## src/rtl/mem_access_ctrl.sv

```systemverilog
// Data-memory access sequencer: turns load/store decode into a req/ack word bus
// transaction, stalls the core meanwhile, and shapes store lanes / load results.
// Optional alignment checking is enabled by defining ALIGN_CHECK_EN.
module mem_access_ctrl #(
  parameter int ADDR_WIDTH     = 32,
  parameter int TIMEOUT_CYCLES = 16
) (
  input  logic                  clk,
  input  logic                  rst_n,
  input  logic                  mem_read,
  input  logic                  mem_write,
  input  logic [2:0]            data_width,
  input  logic [ADDR_WIDTH-1:0] addr,
  input  logic [31:0]           wdata,
  output logic [31:0]           rdata,
  output logic                  stall,
  output logic                  done,
  output logic                  bus_err,
  output logic                  misalign_err,
  output logic                  bus_req,
  output logic                  bus_we,
  output logic [ADDR_WIDTH-1:0] bus_addr,
  output logic [3:0]            bus_be,
  output logic [31:0]           bus_wdata,
  input  logic                  bus_ack,
  input  logic [31:0]           bus_rdata
);

  localparam int CNT_W = (TIMEOUT_CYCLES > 1) ? $clog2(TIMEOUT_CYCLES) : 1;
  localparam logic [CNT_W-1:0] CNT_LAST = CNT_W'(TIMEOUT_CYCLES - 1);

  typedef enum logic [1:0] {
    IDLE = 2'd0,
    REQ  = 2'd1,
    RESP = 2'd2
  } state_t;

  state_t                  state_q, state_d;
  logic [CNT_W-1:0]        cnt_q, cnt_d;
  logic                    we_q, we_d;
  logic [ADDR_WIDTH-1:0]   addr_q, addr_d;
  logic [3:0]              be_q, be_d;
  logic [31:0]             wdata_q, wdata_d;
  logic [1:0]              off_q, off_d;
  logic [2:0]              width_q, width_d;
  logic [31:0]             rdata_q, rdata_d;
  logic                    err_q, err_d;

  logic        access;
  logic        is_half;
  logic        is_byte;
  logic [3:0]  be_c;
  logic [31:0] wdata_c;
  logic [7:0]  byte_lane;
  logic [15:0] half_lane;
  logic [31:0] load_c;

  assign access  = mem_read | mem_write;
  assign is_half = (data_width == 3'b001) || (data_width == 3'b101);
  assign is_byte = (data_width == 3'b010) || (data_width == 3'b110);

`ifdef ALIGN_CHECK_EN
  logic mis_q, mis_d;
  logic misaligned_c;

  // Bytes are never misaligned; undefined codes fall into the word rule.
  assign misaligned_c = is_half ? addr[0] : (!is_byte && (addr[1:0] != 2'b00));
  assign misalign_err = (state_q == RESP) && mis_q;
`else
  assign misalign_err = 1'b0;
`endif

  always_comb begin
    be_c    = 4'b1111;
    wdata_c = wdata;
    if (is_half) begin
      be_c    = 4'b0011 << {addr[1], 1'b0};
      wdata_c = {2{wdata[15:0]}};
    end else if (is_byte) begin
      be_c    = 4'b0001 << addr[1:0];
      wdata_c = {4{wdata[7:0]}};
    end
  end

  // Lane extraction uses the offset and width captured when the access started.
  always_comb begin
    byte_lane = bus_rdata[7:0];
    case (off_q)
      2'd1:    byte_lane = bus_rdata[15:8];
      2'd2:    byte_lane = bus_rdata[23:16];
      2'd3:    byte_lane = bus_rdata[31:24];
      default: byte_lane = bus_rdata[7:0];
    endcase
    half_lane = off_q[1] ? bus_rdata[31:16] : bus_rdata[15:0];
    case (width_q)
      3'b010:  load_c = {{24{byte_lane[7]}}, byte_lane};
      3'b110:  load_c = {24'd0, byte_lane};
      3'b001:  load_c = {{16{half_lane[15]}}, half_lane};
      3'b101:  load_c = {16'd0, half_lane};
      default: load_c = bus_rdata;
    endcase
  end

  always_comb begin
    state_d = state_q;
    cnt_d   = cnt_q;
    we_d    = we_q;
    addr_d  = addr_q;
    be_d    = be_q;
    wdata_d = wdata_q;
    off_d   = off_q;
    width_d = width_q;
    rdata_d = rdata_q;
    err_d   = err_q;
`ifdef ALIGN_CHECK_EN
    mis_d   = mis_q;
`endif
    case (state_q)
      IDLE: begin
        cnt_d   = '0;
        err_d   = 1'b0;
        rdata_d = '0;
`ifdef ALIGN_CHECK_EN
        mis_d   = 1'b0;
`endif
        if (access) begin
          we_d    = mem_write;
          addr_d  = {addr[ADDR_WIDTH-1:2], 2'b00};
          be_d    = be_c;
          wdata_d = wdata_c;
          off_d   = addr[1:0];
          width_d = data_width;
          state_d = REQ;
`ifdef ALIGN_CHECK_EN
          if (misaligned_c) begin
            mis_d   = 1'b1;
            state_d = RESP;
          end
`endif
        end
      end
      REQ: begin
        // An ack in the final allowed cycle still wins over the timeout.
        if (bus_ack) begin
          state_d = RESP;
          rdata_d = we_q ? 32'd0 : load_c;
        end else if (cnt_q == CNT_LAST) begin
          state_d = RESP;
          err_d   = 1'b1;
          rdata_d = '0;
        end else begin
          cnt_d = cnt_q + CNT_W'(1);
        end
      end
      RESP: begin
        state_d = IDLE;
      end
      default: begin
        state_d = IDLE;
      end
    endcase
  end

  always_ff @(posedge clk) begin
    if (!rst_n) begin
      state_q <= IDLE;
      cnt_q   <= '0;
      we_q    <= 1'b0;
      addr_q  <= '0;
      be_q    <= '0;
      wdata_q <= '0;
      off_q   <= '0;
      width_q <= '0;
      rdata_q <= '0;
      err_q   <= 1'b0;
`ifdef ALIGN_CHECK_EN
      mis_q   <= 1'b0;
`endif
    end else begin
      state_q <= state_d;
      cnt_q   <= cnt_d;
      we_q    <= we_d;
      addr_q  <= addr_d;
      be_q    <= be_d;
      wdata_q <= wdata_d;
      off_q   <= off_d;
      width_q <= width_d;
      rdata_q <= rdata_d;
      err_q   <= err_d;
`ifdef ALIGN_CHECK_EN
      mis_q   <= mis_d;
`endif
    end
  end

  // RESP deasserts stall so the pipeline moves past this instruction exactly once.
  assign stall     = ((state_q == IDLE) && access) || (state_q == REQ);
  assign done      = (state_q == RESP);
  assign bus_err   = (state_q == RESP) && err_q;
  assign bus_req   = (state_q == REQ);
  assign bus_we    = we_q;
  assign bus_addr  = addr_q;
  assign bus_be    = be_q;
  assign bus_wdata = wdata_q;
  assign rdata     = rdata_q;

endmodule
```

## config.mk

```make
export PLATFORM = sky130hd
export DESIGN_NAME = mem_access_ctrl
export DESIGN_NICKNAME = d
export VERILOG_FILES = /design/src/rtl/mem_access_ctrl.sv
export SDC_FILE = /design/constraint.sdc
export NUM_CORES = 1
export LEC_CHECK = 0
export CORE_MARGIN = 3
export CORE_UTILIZATION = 45
export CTS_CLUSTER_SIZE = 28
export DETAILED_ROUTE_END_ITERATION = 6
export PLACE_DENSITY_LB_ADDON = 0.08
export SLEW_MARGIN = 20
export SYNTH_ARGS = -nofsm -noshare
export SYNTH_HDL_FRONTEND = slang
export SYNTH_SLANG_ARGS = --single-unit
```

## constraint.sdc

```tcl
create_clock -name clk -period 2.9 [get_ports clk]
set_input_delay 0.29 -clock clk [delete_from_list [all_inputs] [get_ports clk]]
set_output_delay 0.29 -clock clk [all_outputs]
set_load 0.05 [all_outputs]
```

==> qor.txt <==
post-synthesis adder-cell area fraction = 0.241%
post-cts gate resize count = 0
mux contribution to synthesized area = 9.51%
IO Count = 210
top cells by area, synth = dfxtp_1 43%, nand2_1 12%, a21boi_0 7.5%
ys async rst share = 0%
global-route wire length before repair = 24.7 mm
distinct cell type count after synthesis = 52
initial drt markers = 305
RSZ-0062 raised after global routing = false
status = complete, no violations
initial antenna violation count = 0
fraction of layout cells with a size suffix above 1 = 6.54%
Fillers = 915
synth warn = 0
clk root buf = clkbuf_16
Die W = 113 µm
Antenna diodes = 0
RR Endpoint = bus_addr[14]
DRC viols = 0
critical path capture point type = output port
largest family of logic cells by synthesized area = compound AO/OA/AOI/OAI gates
CP Launch Type = register
TritonCTS Buffers = 9
area of the multi-input gates = 2710 µm²
hold buffer count at cts = 0
Clock transition at path regs = 70 ps
H-tree Lvls = 3
routed wl met3 = 1.24 mm
gpl congestion = 0.815
Leak = 3.00 nW
site row count = 38
Nets = 895
post-place instance area = 7290 µm²
Reg-to-Reg Start = state_q[1]
share of the synthesized area in the top cell type = 42.9%
cell total after placement = 919
gr ovfl total = 0
dpl hpwl = 11.0 mm
port bufs = 206
post-synthesis simple-gate area fraction = 17.3%
synth-to-layout area growth = 46.5%
synthesized flop and latch total = 111
Clock Skews = 7.40 ps
setup bufs post-CTS = 0
CP delay by family, top = buffers and inverters
vias in the first global route = 4,872
via/cell ratio = 5.39
design area = 7590 µm²
Layout Cells excl Fill = 935
hold_sp = rst_n
Reg2Reg Depth = 5
Routed Antenna Nets = 0
DIE HEIGHT = 113 µm
initial cell density of the core = 47.0%
hold_ws = 226 ps
Pwr Density = 549 nW/µm²
Setup crit start = state_q[1]
post-synthesis sequential area ratio = 42.9%
TritonCTS Sinks = 111
Hold EP = bus_we
Hold Crit Depth = 2
slew margin rel. = 53.3%
M1 WL = 6.36 mm
Final Util = 68.8%
Crit path buffers/inverters = 2
CTS tree = built
total core area = 11,000 µm²
Fin. Hold Viols = 0
clk buf depth = 2
Max Clock Freq = 424 MHz
Tmin final = 2360 ps
Synth Area in Compound Gates = 24.4%
Max-cap violations = 0
CP max-delay cell = clkdlybuf4s50_1
final setup violating endpoints = 0
VDD IR max = 0.449 mV
drt pass-1 iters = 5
Crit Path Max Fanout = 11
Worst R2R Setup Slack = 920 ps
min-delay worst type = input port to register
area leader, netlist = dfxtp_1
worst slew pin tran = 701 ps
top layer in use = met4
clk_lat worst skew = 350 ps
DR WL met2 = 7.49 mm
Crit Path Category = register to output port
Syn Std Cell Area = 5180 µm²
slowest cell delay on critical path = 790 ps
sequential cell area = 2220 µm²
worst path arrival time = 2070 ps
mean post-synth cell area = 8.51 µm²
total wire length = 15.4 mm
vias post-DR = 5,041
Total Neg Setup Slack = 0 ps
Worst Path Required = 2610 ps
Final Slew Violations = 0
Tcrit/Tclk final = 81.3%
pin count of the biggest net entering global routing = 80
WL/cell = 16.5 µm
total global-route track usage = 23.9%
Die ar. = 12,800 µm²
Post-Synth XOR/XNOR Area = 0.314%
CP Cell Sequence = inv_1 > nor2_1 > and2_1 > clkdlybuf4s50_1
main flop type after synthesis = dfxtp_1
cells after synthesis = 609
Post-synth EDFFs = 0
## worst max path at each step
| stage | slack (ps) | endpoint | cells after the start |
|---|---|---|---|
| 3_3_place_gp | 830 | stall | 4 |
| 2_1_floorplan | 850 | bus_err | 4 |
| 5_1_grt | 450 | bus_err | 4 |
| 6_report | 540 | bus_err | 4 |
| 3_5_place_dp | 770 | bus_addr[9] | 5 |
| 4_1_cts | 520 | bus_err | 4 |
## stage by stage
step | total power (W) | worst slack [ps]
after global placement | 0.00295 | 831
after floorplan | 0.00250 | 855
after detailed placement | 0.00298 | 771
after CTS | 0.00420 | 516
final | 0.00417 | 543
after global routing | 0.00435 | 448
## report_power, final
group          switching [W]  internal [W]  leakage (nW)
Sequential         0.0000648       0.00164         0.911
Clock               0.000585      0.000637         0.138
Combinational       0.000761      0.000483          1.95
## final cells by class
cell class / count / area share, %
Tap cell: 140 / 2.31
Clock inverter: 5 / 0.544
Timing Repair Buffer: 217 / 28.4
Clock buffer: 11 / 3.33
Multi-Input combinational cell: 442 / 35.7
Sequential cell: 111 / 29.3
Inverter: 9 / 0.445
## worst register-to-register path, cell delays in order, from the launching register on
cell and delay, ps:
dfxtp_1 420, nor2_2 290, o21a_2 580, buf_4 380, nand2_1 90, a21boi_0 150
## routing by layer
metal / up-vias / track usage [%]
li1: 2481 / -
met4: 0 / 8.25
met1: 2372 / 28.9
met5: - / 0
met2: 163 / 39.6
met3: 25 / 8.24
## synthesized netlist by cell type (2+ instances only)
| master | number |
|---|---|
| nand2_1 | 159 |
| a21boi_1 | 3 |
| o211ai_1 | 10 |
| o22ai_1 | 12 |
| a21boi_0 | 52 |
| mux2i_1 | 29 |
| dfxtp_1 | 111 |
| a221oi_1 | 4 |
| a31oi_1 | 4 |
| nand3_1 | 2 |
| a22oi_1 | 2 |
| o211a_1 | 16 |
| nand2b_1 | 9 |
| o21ai_0 | 45 |
| o221ai_1 | 4 |
| mux4_2 | 4 |
| and3_1 | 2 |
| nand3b_1 | 2 |
| a22o_1 | 5 |
| buf_4 | 6 |
| a21oi_1 | 14 |
| mux2_2 | 10 |
| nor2_1 | 11 |
| clkbuf_2 | 2 |
| nor3_1 | 5 |
| or3_1 | 7 |
| nor3b_1 | 2 |
| inv_1 | 9 |
| clkbuf_1 | 22 |
| o21a_1 | 2 |
| buf_2 | 17 |
| o21ai_1 | 7 |
## cell usage in the layout (no fill, tap or decap), types with 11 or more instances in the layout
master,count
o211a_1,16
nor2_1,11
o21ai_0,45
o22ai_1,12
a21oi_1,14
clkdlybuf4s50_1,205
mux2i_1,29
nand2_1,159
a21boi_0,52
dfxtp_1,111
## sequential cells by signal (all words and copies together) (netlist names)
register / cells
off_q: 2
bus_we: 1
bus_addr: 30
rdata: 32
cnt_q: 4
err_q: 1
state_q: 2
bus_be: 4
width_q: 3
bus_wdata: 32
## kinds of logic (layout without fill, tap and decap cells)
group / Yosys count / in the layout
xor gates and xnor gates: 1 / 1
adders and majority gates: 1 / 1
AOI/OAI and AO/OA: 185 / 185
and+or+nand+nor: 209 / 209
DFF: 111 / 111
other: 1 / 3
buffers and inverters: 58 / 242
muxes: 43 / 43
Power figures use the tool's default switching activity.
